`src/rtl/imm_gen_pipe.sv`:
```
// Pipelined RV32I/RV64I immediate generator with a two-entry (main + skid) output buffer.
// Define IMM_GEN_ILLEGAL_EN to flag unmapped opcodes as ILL and latch err_sticky on their emit.
module imm_gen_pipe #(
  parameter int XLEN = 32
) (
  input  logic            clk,
  input  logic            reset,
  input  logic            in_valid,
  output logic            in_ready,
  input  logic [31:0]     in_instr,
  input  logic [XLEN-1:0] in_pc,
  output logic            out_valid,
  input  logic            out_ready,
  output logic [XLEN-1:0] out_imm,
  output logic [2:0]      out_fmt,
  output logic [XLEN-1:0] out_target,
  output logic            out_illegal,
  output logic            err_sticky
);

  localparam logic [2:0] FMT_R = 3'd0;
  localparam logic [2:0] FMT_I = 3'd1;
  localparam logic [2:0] FMT_S = 3'd2;
  localparam logic [2:0] FMT_B = 3'd3;
  localparam logic [2:0] FMT_U = 3'd4;
  localparam logic [2:0] FMT_J = 3'd5;
`ifdef IMM_GEN_ILLEGAL_EN
  localparam logic [2:0] FMT_ILL = 3'd6;
`endif

  typedef struct packed {
    logic [XLEN-1:0] imm;
    logic [2:0]      fmt;
    logic [XLEN-1:0] target;
    logic            ill;
  } entry_t;

  function automatic logic signed [XLEN-1:0] sext32(input logic signed [31:0] v);
    return XLEN'(v);
  endfunction

  logic [6:0]             opc;
  logic [2:0]             f3;
  logic                   mapped;
  logic signed [XLEN-1:0] imm_s;
  entry_t                 dec;

  always_comb begin
    opc     = in_instr[6:0];
    f3      = in_instr[14:12];
    mapped  = 1'b1;
    imm_s   = '0;
    dec     = '0;
    dec.fmt = FMT_R;
    case (opc)
      7'b0110011: dec.fmt = FMT_R;
      7'b0000011, 7'b1100111, 7'b1110011: begin
        dec.fmt = FMT_I;
        imm_s   = sext32({{20{in_instr[31]}}, in_instr[31:20]});
      end
      7'b0010011: begin
        dec.fmt = FMT_I;
        // Shift-immediates carry only shamt; funct7 bits (incl. instr[30]) are dropped.
        if (f3 == 3'b001 || f3 == 3'b101) begin
          if (XLEN == 64) imm_s[5:0] = in_instr[25:20];
          else            imm_s[4:0] = in_instr[24:20];
        end else begin
          imm_s = sext32({{20{in_instr[31]}}, in_instr[31:20]});
        end
      end
      7'b0100011: begin
        dec.fmt = FMT_S;
        imm_s   = sext32({{20{in_instr[31]}}, in_instr[31:25], in_instr[11:7]});
      end
      7'b1100011: begin
        dec.fmt = FMT_B;
        imm_s   = sext32({{20{in_instr[31]}}, in_instr[7], in_instr[30:25], in_instr[11:8], 1'b0});
      end
      7'b0110111, 7'b0010111: begin
        dec.fmt = FMT_U;
        imm_s   = sext32({in_instr[31:12], 12'b0});
      end
      7'b1101111: begin
        dec.fmt = FMT_J;
        imm_s   = sext32({{12{in_instr[31]}}, in_instr[19:12], in_instr[20], in_instr[30:21], 1'b0});
      end
      7'b0011011: begin
        if (XLEN == 64) begin
          dec.fmt = FMT_I;
          if (f3 == 3'b001 || f3 == 3'b101) imm_s[4:0] = in_instr[24:20];
          else imm_s = sext32({{20{in_instr[31]}}, in_instr[31:20]});
        end else begin
          mapped = 1'b0;
        end
      end
      7'b0111011: begin
        if (XLEN == 64) dec.fmt = FMT_R;
        else            mapped  = 1'b0;
      end
      default: mapped = 1'b0;
    endcase
`ifdef IMM_GEN_ILLEGAL_EN
    if (!mapped || in_instr[1:0] != 2'b11) begin
      dec.fmt = FMT_ILL;
      imm_s   = '0;
      dec.ill = 1'b1;
    end
`else
    if (!mapped) begin
      dec.fmt = FMT_R;
      imm_s   = '0;
    end
`endif
    dec.imm    = $unsigned(imm_s);
    dec.target = in_pc + $unsigned(imm_s);
  end

  entry_t m_q, m_d, k_q, k_d;
  logic   m_vld_q, m_vld_d, k_vld_q, k_vld_d;
  logic   rdy_q, rdy_d, err_q, err_d;
  logic   accept, emit;

  assign in_ready = rdy_q & ~reset;
  assign accept   = in_valid & in_ready;
  assign emit     = m_vld_q & out_ready;

  // Buffer steering: M refills from K first so FIFO order holds; K only fills while M stalls.
  always_comb begin
    m_d     = m_q;
    k_d     = k_q;
    m_vld_d = m_vld_q;
    k_vld_d = k_vld_q;
    if (!m_vld_q || emit) begin
      if (k_vld_q) begin
        m_d     = k_q;
        m_vld_d = 1'b1;
        if (accept) k_d = dec;
        else        k_vld_d = 1'b0;
      end else begin
        m_vld_d = accept;
        if (accept) m_d = dec;
      end
    end else if (accept) begin
      k_d     = dec;
      k_vld_d = 1'b1;
    end
    rdy_d = ~k_vld_d;
    err_d = err_q | (emit & m_q.ill);
  end

  always_ff @(posedge clk) begin
    if (reset) begin
      m_q     <= '0;
      m_vld_q <= 1'b0;
      k_vld_q <= 1'b0;
      rdy_q   <= 1'b1;
      err_q   <= 1'b0;
    end else begin
      m_q     <= m_d;
      m_vld_q <= m_vld_d;
      k_vld_q <= k_vld_d;
      rdy_q   <= rdy_d;
      err_q   <= err_d;
    end
  end

  always_ff @(posedge clk) begin
    k_q <= k_d;
  end

  assign out_valid   = m_vld_q;
  assign out_imm     = m_q.imm;
  assign out_fmt     = m_q.fmt;
  assign out_target  = m_q.target;
  assign out_illegal = m_q.ill;
  assign err_sticky  = err_q;

endmodule

```
`config.mk`:
```
export PLATFORM = sky130hd
export DESIGN_NAME = imm_gen_pipe
export DESIGN_NICKNAME = d
export VERILOG_FILES = /design/src/rtl/imm_gen_pipe.sv
export SDC_FILE = /design/constraint.sdc
export NUM_CORES = 1
export LEC_CHECK = 0
export ABC_CLOCK_PERIOD_IN_PS = 4000
export CAP_MARGIN = 20
export CORE_UTILIZATION = 48
export CTS_CLUSTER_DIAMETER = 200
export CTS_CLUSTER_SIZE = 8
export DETAILED_ROUTE_END_ITERATION = 10
export GPL_TIMING_DRIVEN = 0
export PLACE_DENSITY = 0.89
export SETUP_SLACK_MARGIN = 0.4
export SYNTH_ARGS = -nofsm -noshare
export SYNTH_HDL_FRONTEND = slang
export SYNTH_SLANG_ARGS = --single-unit
export TNS_END_PERCENT = 1
```
`constraint.sdc`:
```
create_clock -name clk -period 4 [get_ports clk]
set_input_delay 0.4 -clock clk [delete_from_list [all_inputs] [get_ports clk]]
set_output_delay 0.4 -clock clk [all_outputs]
set_load 0.05 [all_outputs]
```
==> results.md <==
Yosys:
- The number of synthesized flops with an enable pin is 67.
- Yosys printed 0 warnings.
- The synthesized area is 0.00740 mm².
- The share of synthesized registers carrying an async set or reset is 0.
- The cell with the most instances after synthesis is nand2_1.
- The sequential element share of the synthesized area is 0.461.
- The mean instance size in the synthesized netlist is 9.26 µm².
- The count of unique library cells instantiated by Yosys is 66.
- The flip-flop cell with the highest count after synthesis is dfxtp_1.
- After synthesis, the cell types taking the most area are edfxtp_1 27%, dfxtp_1 19%, ha_1 5.2%, nand2_1 5.1%, a21oi_1 4.5%.
- By count the netlist is led by 101 x nand2_1, 70 x dfxtp_1, 67 x a21oi_1, 67 x edfxtp_1, 60 x nor2_1.
- The count of state elements after synthesis is 137.
- The top-area cell type share of the netlist area is 0.272.
- Synthesis handed over a netlist of 799 instances.
- The cell type contributing the most total cell area after synthesis is edfxtp_1.

Worst setup path:
- The number of buffers and inverters on the critical path is 2.
- Data on the critical path is required at its endpoint by 4.17 ns.
- The worst setup path is launched from an input pin.
- The worst endpoint data arrival time is 3.77 ns.
- On the critical path, the stage with the largest delay is an instance of or3_4.
- Traced cell by cell, the critical path runs through clkbuf_2 -> xor2_2 -> a32oi_2 -> buf_4 -> nor2_1 -> o21ai_0 -> nand2_1 -> ha_2 -> a211oi_1 -> o21ai_1 -> a31o_2 -> or3_4 -> o211a_1 -> o211a_1 -> nor2_2 -> xnor2_1.
- The biggest fanout along the worst timing path is 6.
- Counting stages on the worst path, the most repeated cell is o211a_1.
- The delay of the slowest critical-path stage is 0.36 ns.
- The kind of cell adding the most delay to the critical path is compound AO/OA/AOI/OAI gates.
- The setup path with the least slack is of type in2reg.
- The critical path capture point type is a flop.

Place:
- The sum of net half-perimeters after detailed placement is 17.6 mm.
- The number of buffers inserted by port buffering is 135.
- The worst slack at placement is -0.782 ns.
- The global placer's final weighted congestion is 0.942.
- The cell count after placement is 1125.
- After detailed placement, the total cell area comes to 0.00910 mm².

Clocking:
- Clock tree synthesis found a total of 137 sinks.
- Hold repair after CTS inserted 0 buffers.
- In this run, CTS created clock tree buffers numbering 17.
- After clock tree synthesis, the clock-pin slew on the worst setup and hold paths is 0.06 ns.
- The CTS tree is built.
- At the later pin of the worst-skew pair, clock insertion delay measures 0.43 ns.
- The buffer levels on the longest clock path is 2.
- The number of H-tree branching levels is 4.
- Clock tree synthesis selected as its root buffer the cell clkbuf_16.

Floorplanning:
- The die outline width is 126 µm.
- The height of the die is 126 µm.
- The total die area is 0.0159 mm².
- The region available for standard cell placement spans 0.0151 mm².
- The number of placement rows is 45.
- For this design the top-level I/O count stands at 139.
- The initial utilization of the core area, before any placement, comes to 0.488.

Cells and area:
- The design area is 0.0103 mm².
- The fraction of layout cells with a size suffix above 1 is 0.161.
- The number of antenna diodes in the final layout is 0.
- The non-filler instance count after layout is 1183.
- Relative to the synthesized area, the layout overhead comes to 39.6%.
- The final net count is 1082.

STA:
- The worst clock skew is 0.00941 ns.
- The hold violation total from the final report is 0.
- The worst path meets setup with 0.403 ns of slack.
- Setup repair after global routing left no endpoint under its margin.
- At the pin with the least slew margin, the transition time is 0.877 ns.
- The final max-slew violation count is 0.
- The clock period minus final worst setup slack is 3.60 ns.
- The count of final setup violators is 0.
- The minimum hold slack is 0.452 ns.
- In this run the tightest slew margin relative to its limit is 0.415.
- The final worst-path cycle share is 0.899.
- The highest clock rate is 0.278 GHz.

Global routing:
- The number of global-route vias before repair was 7143.
- The pin count of the biggest net entering global routing is 25.
- The first-pass GRT wire length is 38.5 mm.
- The number of antenna violations at the first check in global routing is 0.
- For this run, the total global-route usage over all layers was measured as 0.322.
- Summed over all layers, the global routing overflow is 0.

Routing:
- The violation count after the first detailed-routing iteration is 1136.
- After detailed routing, the average wire length per cell comes to 22.3 µm.
- The number of nets with antenna violations after routing is 0.
- The routed layout has 7557 vias.
- After detailed routing, the total wire length is 26.3 mm.
- The DRC violation count after routing is 0.
- The first detailed-routing pass took 6 iterations.
- After detailed routing, the number of vias per cell comes to 6.39.

Outcome:
- The run finished with clean final reports.

Flow run:
- The max-capacitance violation count is 0.

Pwr:
- Summed over all cells, the static leakage comes to 3.92 nW.
- Across the VDD grid, the largest voltage drop is 0.327 mV.
- For this design the ratio of total power to cell area is 375 mW/mm².

Min path:
- In this run the worst hold path is classified as reg2reg.
## cell families (layout without fill, tap and decap cells)
| group | Yosys count | count (layout) | synth area share |
|---|---|---|---|
| AOI/OAI and AO/OA | 262 | 262 | 0.241 |
| and+or+nand+nor | 268 | 268 | 0.169 |
| buffers and inverters | 70 | 265 | 0.0370 |
| xor gates and xnor gates | 20 | 20 | 0.0237 |
| DFF | 137 | 137 | 0.461 |
| muxes | 9 | 9 | 0.0122 |
| other | 1 | 2 | 0.000507 |
| adders and majority gates | 32 | 32 | 0.0551 |
## worst paths after layout
kind                             startpoint           to  cells past startpoint  slack, ns
worst max-delay path            in_instr[4]      k_q[31]                     16       0.40
worst min-delay path            out_imm[20]  out_imm[20]                      2       0.45
worst max register to register      k_vld_q      k_q[12]                      6       0.78
worst min register to register  out_imm[20]  out_imm[20]                      2       0.45
## worst min-delay path, delay by kind of cell, from the launching register on
kind | cells | cell delay [ns]
flops | 1 | 0.31
simple gates | 1 | 0.05
compound gates | 1 | 0.05
## sequential cells by signal, indices dropped and copies added (netlist names)
signal / cells
rdy_q: 1
out_fmt: 3
k_q: 67
k_vld_q: 1
out_imm: 32
out_target: 32
out_valid: 1
## metal layers
layer	GRT usage	up-vias	routed length, µm
met5	0	-	0
met4	0.217	0	1590
met3	0.0731	137	2770
met2	0.523	546	12200
met1	0.381	3553	9800
li1	-	3321	-
## power by group
group | leakage [nW] | internal [mW] | switching (mW) | total, mW
clock | 0.280 | 0.999 | 0.611 | 1.61
combinational | 2.51 | 0.266 | 0.438 | 0.704
sequential | 1.13 | 1.53 | 0.0298 | 1.56
## cells in the final DEF, fill, tap and decap left out, types with 18 or more instances in the layout
master and count:
nand2_1 98, clkbuf_1 40, a21o_1 22, nor2_1 57, buf_4 30, a21oi_1 62, inv_1 18, o211ai_1 29
clkdlybuf4s50_1 127, nand2b_1 28, o21ai_0 22, edfxtp_1 67, dfxtp_1 70, ha_1 18
## per-stage QoR
stage / power (mW) / utilization / TNS (ns)
5_1_grt: 3.95 / 0.682 / 0
2_1_floorplan: 1.97 / - / 0
3_5_place_dp: 2.22 / 0.601 / -21.26
4_1_cts: 3.81 / 0.667 / 0
6_report: 3.87 / 0.682 / 0
3_3_place_gp: 2.20 / 0.598 / -34.51
## timing repair
item | 4_1_cts | 5_1_grt
pin swaps | 20 | 29
setup buffers | 17 | 9
resized for setup | 61 | 61
endpoints found under the setup margin | 42 | 37
endpoints found under the hold margin | 0 | 0
## final cells by class
cell class                 count  area (µm²)
fill                        1095        4820
multi-input combinational    593        4200
clock buffer                  25         465
inverter                      21        78.8
buffer                        49         223
timing repair buffer         163        1590
tap                          188         235
sequential                   137        3410
clock inverter                 7         120
Note: power is estimated with default switching activity, not from simulation.
==> RTL edit: new RTL, same flow settings <==
Reset style: asynchronous (`reset`), changed in one clocked block.
--- a/src/rtl/imm_gen_pipe.sv
+++ b/src/rtl/imm_gen_pipe.sv
@@ -148,7 +148,7 @@
     err_d = err_q | (emit & m_q.ill);
   end
 
-  always_ff @(posedge clk) begin
+  always_ff @(posedge clk or posedge reset) begin
     if (reset) begin
       m_q     <= '0;
       m_vld_q <= 1'b0;
Check against the original RTL: differs if reset is asserted again (counterexample within 4 cycles, from zero or initial values and one cycle with reset high); with reset held inactive, the same outputs for 4 cycles.
==> RTL edit against the unedited design <==
  * Critical path depth is the same
  * Clock skew down 0.0018 ns
  * Routed wire length is 13% lower
  * Design area down 0.24%
  * Setup slack improved by 0.042 ns
  * Synthesized cell count shrank 12%
  * Register-to-register slack improved by 0.35 ns
  * First-iteration DRC count shrank 39%
  * Area after synthesis is 0.25% higher
  * Final cell count down 9.6%
  * Sequential cell count unchanged
  * Largest cell class unchanged
Power is not compared: it rests on default switching activity, and its combinational part moved more than twofold at a synthesized area within 25%.
==> RTL edit: results (changes against the unedited design) <==
metric	value	unit	change
outcome	completed		
pre-CTS setup slack	-0.7764	ns	+0.005378 ns
Final HPWL DP	15190	um	-14%
gp weighted congestion	0.9244		-1.8%
drt initial violations	695		-39%
Area contributors post-synth	edfxtp_1 (27%), dfrtp_1 (23%), mux2i_1 (7.2%), ha_1 (5.2%), o21ai_0 (5.1%)		
Max-slew headroom	29.16	%	-12 points
ys flop type	dfrtp_1		
Cell Count, Final, Fillers Out	1070		-9.6%
sequential area share after synthesis	50.76	%	+4.6 points
asr flop ratio synth	51.09	%	+51 points
hold_sp	in_instr[13]		
number of global-route vias before repair	6290		-12%
maximum vdd drop	0.2993	mV	
global-route wire length before repair	33530	um	-13%
Syn Area/Cell	10.60	um^2	+14%
# nets final	966		-11%
Synth top cells by count	nand2_1 (90), o21ai_0 (76), dfrtp_1 (69)		
hold path endpoint	k_q[49]		
Worst R2R Start	k_vld_q		
initial antenna violation count	4		+4
layout cell share with drive strength beyond 1	16.84	%	+0.76 points
CP max FO	8		+2
worst min path class	in2reg		
hold_ws	0.3833	ns	-0.06912 ns
Critical Path AT	3.87	ns	+0.10 ns
Netlist cell types	70		+6.1%
worst r2r dst	k_q[10]		
vias per cell	6.130		-4.0%
I/O Buffers	134		-0.74%
Worst Skew	0.007576	ns	-0.001834 ns
largest net degree at the start of global routing	71		+180%
routed len/inst	21.37	um	-4.0%
# placed instances	1024		-9.0%
R2R setup slack	1.13	ns	+0.35 ns
Total GRT Usage	27.90	%	-4.2 points
==> RTL edit: cell count changes after synthesis, sizes merged, moves of 13 or more <==
cell | unedited run | this run
a311oi | 15 | 2
nor2 | 60 | 31
a21oi | 69 | 39
nand2b | 29 | 4
dfxtp | 70 | 0
o21ai | 33 | 78
a211oi | 20 | 4
dfrtp | 0 | 69
o211ai | 29 | 3
mux2i | 9 | 53
==> RTL edit: repair_timing <==
action	in CTS	in global routing
gates cloned	1	0
gates resized for setup	47	85
setup endpoints to repair	48	37
pin swaps	15	24
buffers inserted	5	5
==> RTL edit: power breakdown <==
| part | internal (mW) | total, mW | switching, mW |
|---|---|---|---|
| combinational | 0.513 | 1.51 | 0.997 |
| clock | 1.20 | 1.80 | 0.605 |
| sequential | 1.66 | 1.76 | 0.0950 |
| total | 3.37 | 5.07 | 1.70 |
==> RTL edit: area by class of cell <==
type	count	area, um^2
antenna	3	7.507
sequential	137	3765
multi-input combinational	512	3899
clock buffer	19	452.9
fill	1023	4846
inverter	13	52.55
tap	188	235.2
clock inverter	13	221.5
timing repair buffer	146	1444
buffer	39	222.7
==> RTL edit: per-stage QoR <==
step	total power [mW]	setup TNS, ns	area, um^2
after CTS	5.025	0	9917
after detailed placement	3.218	-24.03	9027
final	5.068	0	10300
after global placement	3.186	-18.55	9005
after global routing	5.221	0	10290
after floorplan	2.682	0	7428
==> RTL edit: cell families after synthesis <==
kind of cell / Yosys count / share of synthesized area (%)
fa+ha+maj: 32 / 5.499
simple gates: 192 / 12.11
buf+inv: 52 / 3.390
flops: 137 / 50.76
compound gates: 201 / 17.26
mux: 53 / 7.153
other cells: 1 / 0.05056
xor+xnor: 32 / 3.779
==> RTL edit: worst max-delay path: stages <==
cell,delay (ns)
buf_2,0.21
nand3b_1,0.20
a32oi_2,0.31
o31ai_4,0.09
and2_1,0.20
clkbuf_4,0.19
a21o_1,0.21
ha_4,0.32
nand2_1,0.12
or3_4,0.43
a211oi_4,0.29
and3_4,0.24
a21oi_4,0.07
a21boi_2,0.16
xor2_1,0.10
a221o_1,0.32
==> RTL edit: metal layers <==
layer	routed length (um)	share of wire (%)	up-vias	GRT usage, %
met1	9102	40	3166	36.54
met4	768	3.4	2	12.33
li1	-	-	2882	-
met3	2167	9.5	68	6.875
met2	10820	47	441	44.13
met5	13	0.057	-	0
==> RTL edit: worst max path at each step <==
stage	slack [ns]	endpoint	start
floorplan	0.41	out_target[27]	in_instr[3]
global placement	-0.69	out_target[16]	in_instr[4]
detailed placement	-0.78	out_target[27]	in_instr[4]
CTS	0.37	out_target[14]	in_instr[4]
global route	0.31	out_target[28]	in_instr[2]
finish	0.44	out_target[30]	in_instr[4]
